$ cat config.mk
export PLATFORM = sky130hd
export DESIGN_NAME = prod_accumulator
export DESIGN_NICKNAME = d
export VERILOG_FILES = /design/src/rtl/prod_accumulator.sv
export SDC_FILE = /design/constraint.sdc
export NUM_CORES = 1
export LEC_CHECK = 0
export BUFFER_PORTS_ARGS = -buffer_cell sky130_fd_sc_hd__buf_2
export CAP_MARGIN = 20
export CORE_UTILIZATION = 40
export DETAILED_ROUTE_END_ITERATION = 16
export PLACE_DENSITY = 0.72
export SYNTH_ARGS = -nofsm -noshare
export SYNTH_HDL_FRONTEND = slang
export SYNTH_SLANG_ARGS = --single-unit
export TNS_END_PERCENT = 20
$ cat constraint.sdc
create_clock -name clk -period 4.3 [get_ports clk]
set_input_delay 0.43 -clock clk [delete_from_list [all_inputs] [get_ports clk]]
set_output_delay 0.43 -clock clk [all_outputs]
set_load 0.01 [all_outputs]
$ cat src/rtl/prod_accumulator.sv
// Accumulates N_TERMS unsigned 12-bit products into a saturating sum,
// presented with a sticky overflow flag over a valid/ready handshake.
module prod_accumulator #(
    parameter int N_TERMS = 20,
    parameter int ACC_W   = 16
) (
    input  logic             clk,
    input  logic             rst,
    input  logic [11:0]      prod_in,
    input  logic             prod_valid,
    output logic             prod_ready,
    input  logic             clr,
    output logic [ACC_W-1:0] sum_out,
    output logic             sum_valid,
    input  logic             sum_ready,
    output logic             overflow,
    output logic [7:0]       term_cnt
);

    typedef enum logic [1:0] {
        IDLE = 2'd0,
        ACC  = 2'd1,
        DONE = 2'd2
    } state_t;

    localparam logic [8:0] NT = 9'(N_TERMS);

    state_t           state;
    state_t           state_nxt;
    logic             accept;
    logic             last;
    logic             take;
    logic [8:0]       cnt_inc;
    logic [ACC_W:0]   next_sum;

    assign accept   = prod_valid & prod_ready;
    assign take     = sum_valid & sum_ready;
    assign cnt_inc  = {1'b0, term_cnt} + 9'd1;
    assign last     = (cnt_inc == NT);
    assign next_sum = {1'b0, sum_out} + (ACC_W+1)'(prod_in);

    always_ff @(posedge clk or negedge rst) begin
        if (!rst) begin
            state <= IDLE;
        end else begin
            state <= state_nxt;
        end
    end

    // clr outranks both the accept and the result handshake
    always_comb begin
        state_nxt = state;
        if (clr) begin
            state_nxt = IDLE;
        end else begin
            unique case (state)
                IDLE, ACC: begin
                    if (accept) begin
                        state_nxt = last ? DONE : ACC;
                    end
                end
                DONE: begin
                    if (sum_ready) begin
                        state_nxt = IDLE;
                    end
                end
                default: state_nxt = IDLE;
            endcase
        end
    end

    always_comb begin
        prod_ready = (state != DONE);
        sum_valid  = (state == DONE);
    end

    always_ff @(posedge clk or negedge rst) begin
        if (!rst) begin
            sum_out  <= '0;
            overflow <= 1'b0;
            term_cnt <= 8'd0;
        end else if (clr || take) begin
            sum_out  <= '0;
            overflow <= 1'b0;
            term_cnt <= 8'd0;
        end else if (accept) begin
            // carry out of the top bit pins the sum at all-ones
            if (next_sum[ACC_W]) begin
                sum_out  <= '1;
                overflow <= 1'b1;
            end else begin
                sum_out <= next_sum[ACC_W-1:0];
            end
            term_cnt <= cnt_inc[7:0];
        end
    end

endmodule

### Word level (Yosys, flattened, before mapping)

Index checks and enable logic that the tools add are counted.

* register bits: 27

* $add $sub $neg: 2
* eq/ne operators: 6
* multiplexer cells: 13
* bitwise gates (word level): 2
* reductions and logical operators: 7

Operators with widths (number)
* $mux W16: 3
* $add A16 B12 Y17: 1
* $mux W8: 2
* $add A8 B1 Y9 const B: 1
* $eq A9 B5 Y1 const B: 1
* $mux W2: 4
* $pmux W2 S2: 1
* $reduce_and A2 Y1: 2
* $reduce_bool A2 Y1: 2
* $mux W1: 3
* $ne A3 B2 Y1 const B: 1
* $ne A3 B3 Y1 const B: 1
* $and A1 B1 Y1: 2
* $eq A2 B1 Y1 const B: 1
* $eq A2 B2 Y1 const B: 1
* $logic_not A2 Y1: 1
* $ne A2 B2 Y1 const B: 1
* $reduce_or A2 Y1: 1
* $logic_or A1 B1 Y1: 1

### Logic depth before layout (Yosys ltp)

Gate-level depths: netlist (run 1).

* depth after elaboration: 6
* depth in mapped cells: 9

### Least setup slack after synthesis (run 1)

OpenSTA, ideal clock, no wires.

* kind: input to register
* start point: input port prod_in[0]
* end point: register sum_out[13]
* arrival: 2.372 ns
* data required time: 4.162 ns
* path slack: 1.789 ns
* stages on the path: 8
* buffers on the path: 0
* cell sequence: ha_1 -> fa_1 -> a21o_1 -> a21oi_2 -> o31a_4 -> o21ai_4 -> and3_4 -> or4_4

* longest elaborated chain between the ends: 4

RTL lines
* from (decl): RTL line 9 `input logic [11:0] prod_in,`
* $add A16 B12 Y17: RTL line 40 `assign next_sum = {1'b0, sum_out} + (ACC_W+1)'(prod_in);`
* $mux W16: RTL line 88 `if (next_sum[ACC_W]) begin`
* $mux W16: RTL line 86 `end else if (accept) begin`
* $mux W16: RTL line 82 `end else if (clr || take) begin`
* to (signal assigned): RTL line 92 `sum_out <= next_sum[ACC_W-1:0];`
* to (decl): RTL line 13 `output logic [ACC_W-1:0] sum_out,`

No other way between the ends. The select of a mux whose other input is x is not followed.
A chain may end at the register's enable or synchronous reset.

### Worst setup path in the final report (run 1)

* start point: register sum_out[0]
* end point: register sum_out[13]

* longest elaborated chain between the ends: 4

RTL lines (RTL line)
* $add A16 B12 Y17: 40
* $mux W16: 88
* $mux W16: 86
* $mux W16: 82

No other way between the ends. The select of a mux whose other input is x is not followed.

==> results of run 1 <==
## report_power, final
part	leakage, nW	total (mW)	internal [mW]	switching, mW
Sequential	0.366	0.292	0.274	0.0186
Clock	0.0255	0.145	0.0649	0.0802
Combinational	0.709	0.247	0.111	0.136
## worst register-to-register path, cell delays in order, from the launching register on
cell     delay (ns)
dfrtp_1        0.41
ha_1           0.23
fa_1           0.41
a21o_1         0.20
a21oi_2        0.21
o31a_4         0.19
o21ai_4        0.07
and3_4         0.24
or4_4          0.53
## cell usage in the layout, fill, tap and decap left out, types with 2 or more instances in the layout
cell and count:
nor2_1 11, nand3_1 2, a211oi_1 2, nand2b_1 2, ha_1 13, clkbuf_8 3, xnor2_1 7, o21a_1 2
nand4_1 3, a31oi_1 5, a21oi_2 2, a21oi_1 14, o21ai_0 15, inv_1 5, a21o_1 5, buf_2 43
dfrtp_1 27, and3_1 5, xor2_1 4, nand2_1 14, nor3_1 2, a221o_1 11
## synthesized netlist by cell type (all sizes together), types with 2 or more instances
library cell	n
and3	6
xnor2	7
o21ai	17
nand3	2
buf	4
a21o	5
nand4	3
nor3	2
nor2	11
clkbuf	3
a31oi	5
a21oi	16
a211oi	4
a221o	11
inv	5
xor2	4
ha	13
nand2	14
dfrtp	27
o21a	2
nand2b	3
## flip-flops by register name, indices dropped and copies added, names as in the netlist
signal	flops
overflow	1
state	2
sum_out	16
term_cnt	8
## layer usage
metal  GRT usage  vias up
li1            -      792
met1       0.258      758
met5           0        -
met2       0.273       44
met4      0.0363        0
met3      0.0276        4
## kinds of logic (layout without fill, tap and decap cells)
logic type | after synthesis | after routing | synth area share
compound gates | 71 | 71 | 0.294
buf+inv | 12 | 53 | 0.0289
xor+xnor | 11 | 11 | 0.0530
simple gates | 49 | 49 | 0.147
fa+ha+maj | 14 | 14 | 0.100
mux | 1 | 1 | 0.00551
flops | 27 | 27 | 0.372
## cell type report
type                       instances  area (um^2)
clock buffer                       3         41.3
fill                             442         2240
multi-input combinational        146         1090
timing repair buffer              44          223
clock inverter                     1         5.00
tap                               52         65.1
sequential                        27          676
inverter                           5         18.8
## stage by stage
| stage | std cells | setup slack (ns) |
|---|---|---|
| floorplan | 185 | 1.79 |
| global placement | 274 | 1.56 |
| detailed placement | 274 | 1.53 |
| CTS | 278 | 1.67 |
| global route | 278 | 1.56 |
| finish | 278 | 1.68 |
## worst max path at each step
stage / startpoint / endpoint / slack (ns) / cells past startpoint
floorplan: prod_in[0] / sum_out[13]$_DFFE_PN0P_ / 1.79 / 8
global placement: prod_in[0] / sum_out[13]$_DFFE_PN0P_ / 1.56 / 9
detailed placement: prod_in[0] / sum_out[13]$_DFFE_PN0P_ / 1.53 / 9
CTS: sum_out[0]$_DFFE_PN0P_ / sum_out[13]$_DFFE_PN0P_ / 1.67 / 8
global route: sum_out[0]$_DFFE_PN0P_ / sum_out[13]$_DFFE_PN0P_ / 1.56 / 8
finish: sum_out[0]$_DFFE_PN0P_ / sum_out[13]$_DFFE_PN0P_ / 1.68 / 8
==> impl_metrics.csv, run 1 <==
group,metric,value,unit
pwr,power.leakage,1.10,nW
detailed_routing,avgRoutedWirePerCell,14.5,um
worst_setup_path,cp_slowest_stage_delay,0.53,ns
sta,timing.slew.headroom,0.481,
synth,netlist_instances,185,
detailed_routing,highest_layer,"met4",
final_layout,diodes,0,
global_route,grt_pass1_vias,1446,
detailed_routing,wl_met3,150,um
flow_run,max_cap_viol_count,0,
placement,portBuffers,43,
sta,period_minus_slack,2.62,ns
worst_setup_path,timing.rr.start,"sum_out[0]$_DFFE_PN0P_",
min_path,holdCritPathClass,"in -> async",
synth,synth_largest_area_cell,"dfrtp_1",
final_layout,drive_gt1_frac,0.261,
final_layout,fin_area,0.00212,mm^2
global_route,grt-ovfl-total,0,
detailed_routing,route.met2.wl,1940,um
worst_setup_path,crit_chain,"ha_1 > fa_1 > a21o_1 > a21oi_2 > o31a_4 > o21ai_4 > and3_4 > or4_4",
final_layout,utilization,0.486,
sta,fin_setup_tns,0,ns
clock_network,cts_resized,0,
global_route,grt_first_pass_wirelength,7040,um
sta,report.final.slew_viol_count,0,
clock_network,insertion_delay,0.27,ns
synth,synth_edf_count,0,
global_route,grt_use_total,0.176,
final_layout,nNetsFinal,258,
floorplanning,dieArea,0.00482,mm^2
clock_network,cts_made_buffers,3,
sta,worst_pin_slew,0.779,ns
clock_network,ctsRootBufferMaster,"clkbuf_8",
synth,syn-num-nets,216,
synth,syn_area,0.00182,mm^2
sta,setup_viol,0,
detailed_routing,drt_first_pass_iters,4,
sta,holdWs,0.153,ns
worst_setup_path,path_delay_family,"simple AND/OR/NAND/NOR gates",
sta,hold_viol,0,
final_layout,area_delta_synth_final,16.5,%
sta,final.period_utilization,0.608,
sta,rsz0062_at_grt,"no",
worst_setup_path,rr_worst_depth,8,
floorplanning,start_util,0.418,
clock_network,ctsHoldBuffers,0,
placement,place.gp.congestion,0.842,
worst_setup_path,reg2reg_to,"sum_out[13]$_DFFE_PN0P_",
worst_setup_path,cp.required,4.45,ns
global_route,grt_max_degree,28,
synth,yosysSeqAreaShare,0.372,
floorplanning,rows,24,
worst_setup_path,worstPathArrival,2.77,ns
sta,max_freq,382,MHz
global_route,antenna_found_initial,0,
detailed_routing,routed_wl,4040,um
synth,synth.distinct_cells,50,
synth,async_flop_share,1.00,
worst_setup_path,r2r_setup_slack,1.68,ns
synth,synth-seq-cells,27,
worst_setup_path,cpMaxStageDelayCell,"or4_4",
clock_network,tritoncts,"yes",
clock_network,htreeDepth,1,
clock_network,postCtsSetupRepairBufs,0,
clock_network,cts_sinks,27,
detailed_routing,dr_total_vias,1598,
worst_setup_path,end_kind,"register",
worst_setup_path,start_kind,"register",
floorplanning,coreArea,0.00435,mm^2
detailed_routing,drt_iter0_markers,125,
synth,syn_avg_cell_area,9.83,um^2
clock_network,cts.clk_slew.worst_paths,0.10,ns
pwr,power.density,323,mW/mm^2
detailed_routing,drc,0,
pwr,vdd_ir_drop_max,0.122,mV
clock_network,clockBufferDepth,2,
placement,hpwlAfterDp,2920,um
detailed_routing,vias_per_cell,5.75,
floorplanning,die-width,69.4,um
pwr,power.total,0.685,mW
synth,yosysWarnings,0,
worst_setup_path,cp_max_fo,14,
synth,synth.top_cell.area_share,0.372,
detailed_routing,wl_met1,1910,um
synth,synthFlopType,"dfrtp_1",
placement,dpl-instance-area,0.00207,mm^2
floorplanning,die_y,69.4,um
detailed_routing,ant_nets,0,
synth,synth.area.top_cells,"dfrtp_1, ha_1, a221o_1, o21ai_0, a21oi_1",
run_status,outcome,"finished clean",
sta,skew,0.00460,ns
worst_setup_path,path_buf_inv,0,
worst_setup_path,crit_type,"reg -> reg",
floorplanning,ios,44,
No activity file was read; power rests on OpenSTA's default activity.
==> inputs of run 2 (changes only) <==
Settings changed: PLACE_DENSITY 0.72 to 0.74.
Clock period 4.3 ns to 2.3 ns, I/O delays scaled along.
==> impl_metrics.csv, run 2 (same netlist as run 1, synthesis figures left out) <==
group,metric,value,unit
final_layout,utilization,0.522,
placement,place.gp.congestion,0.840,
global_route,grt-ovfl-total,0,
final_layout,largest_register_ffs,16,
floorplanning,dieArea,0.00482,mm^2
sta,period_minus_slack,2.29,ns
floorplanning,rows,24,
final_layout,reg_top3,"sum_out: 16 flops, term_cnt: 8 flops, state: 2 flops",
sta,hold_viol,0,
worst_setup_path,rr_worst_depth,8,
floorplanning,die-width,69.4,um
worst_setup_path,cp_max_fo,2,
final_layout,area_delta_synth_final,25.0,%
final_layout,largest_register,"sum_out",
clock_network,insertion_delay,0.28,ns
final_layout,final_cell_mix,"buf_2, dfrtp_1, buf_4",
worst_setup_path,worstPathArrival,2.44,ns
worst_setup_path,timing.rr.start,"sum_out[0]$_DFFE_PN0P_",
detailed_routing,routed_wl,4360,um
worst_setup_path,start_kind,"register",
clock_network,cts_made_buffers,3,
final_layout,layout_commonest_cell,"buf_2",
sta,final.period_utilization,0.994,
worst_setup_path,reg2reg_to,"sum_out[13]$_DFFE_PN0P_",
sta,rsz0062_at_grt,"yes",
clock_network,tritoncts,"yes",
min_path,holdPathStages,2,
sta,fin_ws,0.0144,ns
global_route,antenna_found_initial,0,
sta,worst_pin_slew,0.619,ns
detailed_routing,drt_first_pass_iters,4,
min_path,min_from,"clr",
pwr,vdd_ir_drop_max,0.237,mV
detailed_routing,dr_total_vias,1669,
global_route,grt_use_total,0.190,
flow_run,max_cap_viol_count,0,
clock_network,clockBufferDepth,2,
floorplanning,coreArea,0.00435,mm^2
placement,hpwlAfterDp,3090,um
clock_network,htreeDepth,1,
detailed_routing,drc,0,
detailed_routing,drt_iter0_markers,109,
global_route,grt_max_degree,28,
placement,portBuffers,43,
pwr,power.leakage,1.17,nW
placement,dp.cells,284,
sta,report.final.slew_viol_count,0,
sta,setup_viol,0,
sta,max_freq,438,MHz
floorplanning,start_util,0.418,
worst_setup_path,crit_type,"reg -> reg",
final_layout,diodes,0,
floorplanning,die_y,69.4,um
worst_setup_path,end_kind,"register",
global_route,grt_first_pass_wirelength,7450,um
worst_setup_path,startpoint,"sum_out[0]$_DFFE_PN0P_",
clock_network,cts.clk_slew.worst_paths,0.10,ns
final_layout,nNetsFinal,274,
sta,skew,0.00326,ns
min_path,holdCritPathClass,"in -> reg",
sta,timing.slew.headroom,0.588,
worst_setup_path,crit_path_end,"sum_out[13]$_DFFE_PN0P_",
placement,pre_cts_ws,-0.0476,ns
final_layout,final_cells,294,
worst_setup_path,r2r_setup_slack,0.01,ns
global_route,grt_pass1_vias,1597,
detailed_routing,avgRoutedWirePerCell,14.8,um
clock_network,cts_sinks,27,
run_status,outcome,"finished clean",
detailed_routing,ant_nets,0,
worst_setup_path,cp.required,2.46,ns
floorplanning,ios,44,
clock_network,ctsRootBufferMaster,"clkbuf_8",
pwr,power.density,601,mW/mm^2
detailed_routing,vias_per_cell,5.68,
sta,fin_setup_tns,0,ns
final_layout,drive_gt1_frac,0.318,
[run 2: what timing repair did]
item	CTS	global route
setup buffers	4	2
hold buffers	1	0
endpoints found under the hold margin	27	0
gates resized for setup	1	2
endpoints found under the setup margin	2	13
pin swaps	9	12
[run 2: layer usage]
layer	vias up	part of all wire	global-route usage
met4	0	0.0080	0.0544
met3	2	0.042	0.0189
met1	792	0.46	0.266
met5	-	0	0
li1	825	-	-
met2	50	0.49	0.313
[run 2: worst min-delay path by stage]
stage | endpoint | slack, ns
floorplan | overflow$_DFFE_PN0P_ | -0.07
global placement | sum_out[1]$_DFFE_PN0P_ | 0.29
detailed placement | term_cnt[7]$_DFFE_PN0P_ | 0.29
CTS | term_cnt[2]$_DFFE_PN0P_ | 0.16
global route | term_cnt[2]$_DFFE_PN0P_ | 0.17
finish | term_cnt[2]$_DFFE_PN0P_ | 0.17
[run 2: critical path, stage by stage (launching register included)]
cell and delay [ns]:
dfrtp_1 0.42, ha_4 0.18, fa_2 0.34, a21o_1 0.19, a21oi_2 0.15, o31a_4 0.16
o21ai_4 0.05, and3_4 0.17, or4_4 0.51
[run 2: report_power, final]
part | switching [mW] | internal [mW]
logic | 0.277 | 0.257
clock network | 0.160 | 0.123
registers | 0.0361 | 0.512
[run 2: final cells by class]
type,instances,area [um^2]
Inverter,5,18.8
Timing Repair Buffer,60,345
Clock inverter,1,7.51
Sequential cell,27,676
Clock buffer,3,41.3
Fill cell,399,2080
Multi-Input combinational cell,146,1120
Tap cell,52,65.1
[run 2: metrics by stage]
stage	cell area [um^2]	hold WS (ns)	total power [mW]
floorplan	1820	-0.0656	0.894
global placement	2150	0.292	1.04
detailed placement	2150	0.288	1.05
CTS	2250	0.163	1.35
global route	2270	0.166	1.46
finish	2270	0.168	1.37
==> inputs of run 3 (changes only) <==
Settings changed: CORE_MARGIN from default to 8, RECOVER_POWER from default to 100.
==> impl_metrics.csv, run 3 (same netlist as run 1, synthesis figures left out) <==
group,metric,value,unit
run_status,outcome,"finished clean",
floorplanning,dieArea,0.00696,mm^2
final_layout,utilization,0.503,
sta,max_freq,438,MHz
worst_setup_path,r2r_setup_slack,0.02,ns
sta,period_minus_slack,2.28,ns
final_layout,layout_commonest_cell,"clkbuf_1",
final_layout,diodes,0,
detailed_routing,avgRoutedWirePerCell,15.0,um
detailed_routing,vias_per_cell,5.62,
min_path,min_from,"clr",
worst_setup_path,start_kind,"register",
sta,skew,0.00592,ns
sta,setup_viol,0,
global_route,grt-ovfl-total,0,
worst_setup_path,reg2reg_to,"sum_out[13]$_DFFE_PN0P_",
sta,report.final.slew_viol_count,0,
detailed_routing,drc,0,
min_path,holdPathStages,2,
floorplanning,die_y,83.4,um
global_route,grt_max_degree,28,
pwr,power.density,603,mW/mm^2
pwr,vdd_ir_drop_max,0.239,mV
worst_setup_path,cp.required,2.46,ns
pwr,power.leakage,1.05,nW
final_layout,reg_top3,"sum_out: 16 flops, term_cnt: 8 flops, state: 2 flops",
floorplanning,start_util,0.418,
sta,fin_setup_tns,0,ns
placement,portBuffers,43,
global_route,grt_first_pass_wirelength,7760,um
floorplanning,rows,24,
final_layout,drive_gt1_frac,0.192,
worst_setup_path,crit_type,"reg -> reg",
worst_setup_path,cp_max_fo,3,
worst_setup_path,end_kind,"register",
detailed_routing,drt_iter0_markers,59,
sta,rsz0062_at_grt,"yes",
clock_network,cts_sinks,27,
final_layout,largest_register_ffs,16,
detailed_routing,ant_nets,0,
global_route,grt_use_total,0.128,
clock_network,cts_made_buffers,3,
clock_network,ctsRootBufferMaster,"clkbuf_8",
final_layout,nNetsFinal,271,
detailed_routing,dr_total_vias,1634,
worst_setup_path,rr_worst_depth,8,
global_route,antenna_found_initial,0,
floorplanning,die-width,83.4,um
sta,timing.slew.headroom,0.0342,
global_route,grt_pass1_vias,1659,
placement,place.gp.congestion,0.848,
final_layout,largest_register,"sum_out",
worst_setup_path,timing.rr.start,"sum_out[0]$_DFFE_PN0P_",
sta,holdWs,0.179,ns
clock_network,tritoncts,"yes",
sta,hold_viol,0,
sta,worst_pin_slew,1.45,ns
clock_network,cts.clk_slew.worst_paths,0.10,ns
floorplanning,coreArea,0.00435,mm^2
clock_network,clockBufferDepth,2,
clock_network,insertion_delay,0.27,ns
worst_setup_path,worstPathArrival,2.44,ns
min_path,hold_end,"state[1]$_DFFE_PN0P_",
final_layout,final_cell_mix,"clkbuf_1, dfrtp_1, buf_2",
sta,final.period_utilization,0.993,
final_layout,area_delta_synth_final,20.6,%
min_path,holdCritPathClass,"in -> reg",
floorplanning,ios,44,
clock_network,htreeDepth,1,
detailed_routing,routed_wl,4370,um
placement,hpwlAfterDp,3330,um
flow_run,max_cap_viol_count,0,
detailed_routing,drt_first_pass_iters,4,
-- run 3: cell type report --
cell class | instances | area (um^2)
clock buffers | 3 | 41.3
clock inverters | 1 | 5.00
fillers | 430 | 2160
inverters | 5 | 18.8
multi-input cells | 146 | 1100
flip-flops and latches | 27 | 676
well taps | 52 | 65.1
repair buffers | 57 | 288
-- run 3: routing by layer --
layer  vias to the layer above  wire (um)  global-route usage  part of all wire
met5                         -          0                   0                 0
met4                         0         46              0.0392             0.011
met3                         4        176              0.0225             0.040
met2                        38       2040               0.216              0.47
met1                       775       2110               0.162              0.48
li1                        817          -                   -                 -
-- run 3: how the worst max path moves through the flow --
stage / start / end / depth (start not counted)
2_1_floorplan: sum_out[0]$_DFFE_PN0P_ / sum_out[13]$_DFFE_PN0P_ / 8
3_3_place_gp: sum_out[0]$_DFFE_PN0P_ / sum_out[13]$_DFFE_PN0P_ / 8
3_5_place_dp: sum_out[0]$_DFFE_PN0P_ / sum_out[13]$_DFFE_PN0P_ / 8
4_1_cts: sum_out[0]$_DFFE_PN0P_ / sum_out[13]$_DFFE_PN0P_ / 8
5_1_grt: sum_out[0]$_DFFE_PN0P_ / sum_out[13]$_DFFE_PN0P_ / 8
6_report: sum_out[0]$_DFFE_PN0P_ / sum_out[13]$_DFFE_PN0P_ / 8
-- run 3: where the power goes --
group / switching, mW / internal (mW) / total, mW
Clock: 0.153 / 0.121 / 0.274
Sequential: 0.0351 / 0.512 / 0.547
Combinational: 0.267 / 0.234 / 0.501
-- run 3: stage by stage --
stage / power [mW] / instance area (um^2) / setup WS [ns] / cells
finish: 1.32 / 2190 / 0.0158 / 291
CTS: 1.33 / 2220 / -0.0287 / 290
global placement: 1.05 / 2160 / 0.00789 / 285
detailed placement: 1.06 / 2160 / -0.0220 / 285
floorplan: 0.894 / 1820 / -0.0972 / 185
global route: 1.42 / 2190 / -0.0726 / 291
-- run 3: repair_timing --
action | in CTS | in global routing
hold buffers | 1 | 0
pin swaps | 4 | 2
resized for setup | 0 | 3
endpoints found under the setup margin | 1 | 13
buffers inserted | 0 | 1
hold endpoints to repair | 27 | 0
-- run 3: worst max-delay path, stage by stage (launching register included) --
cell	delay (ns)
dfrtp_1	0.39
ha_2	0.19
fa_2	0.33
a21o_1	0.17
a21oi_2	0.19
o31a_4	0.17
o21ai_4	0.05
and3_4	0.17
or4_4	0.51
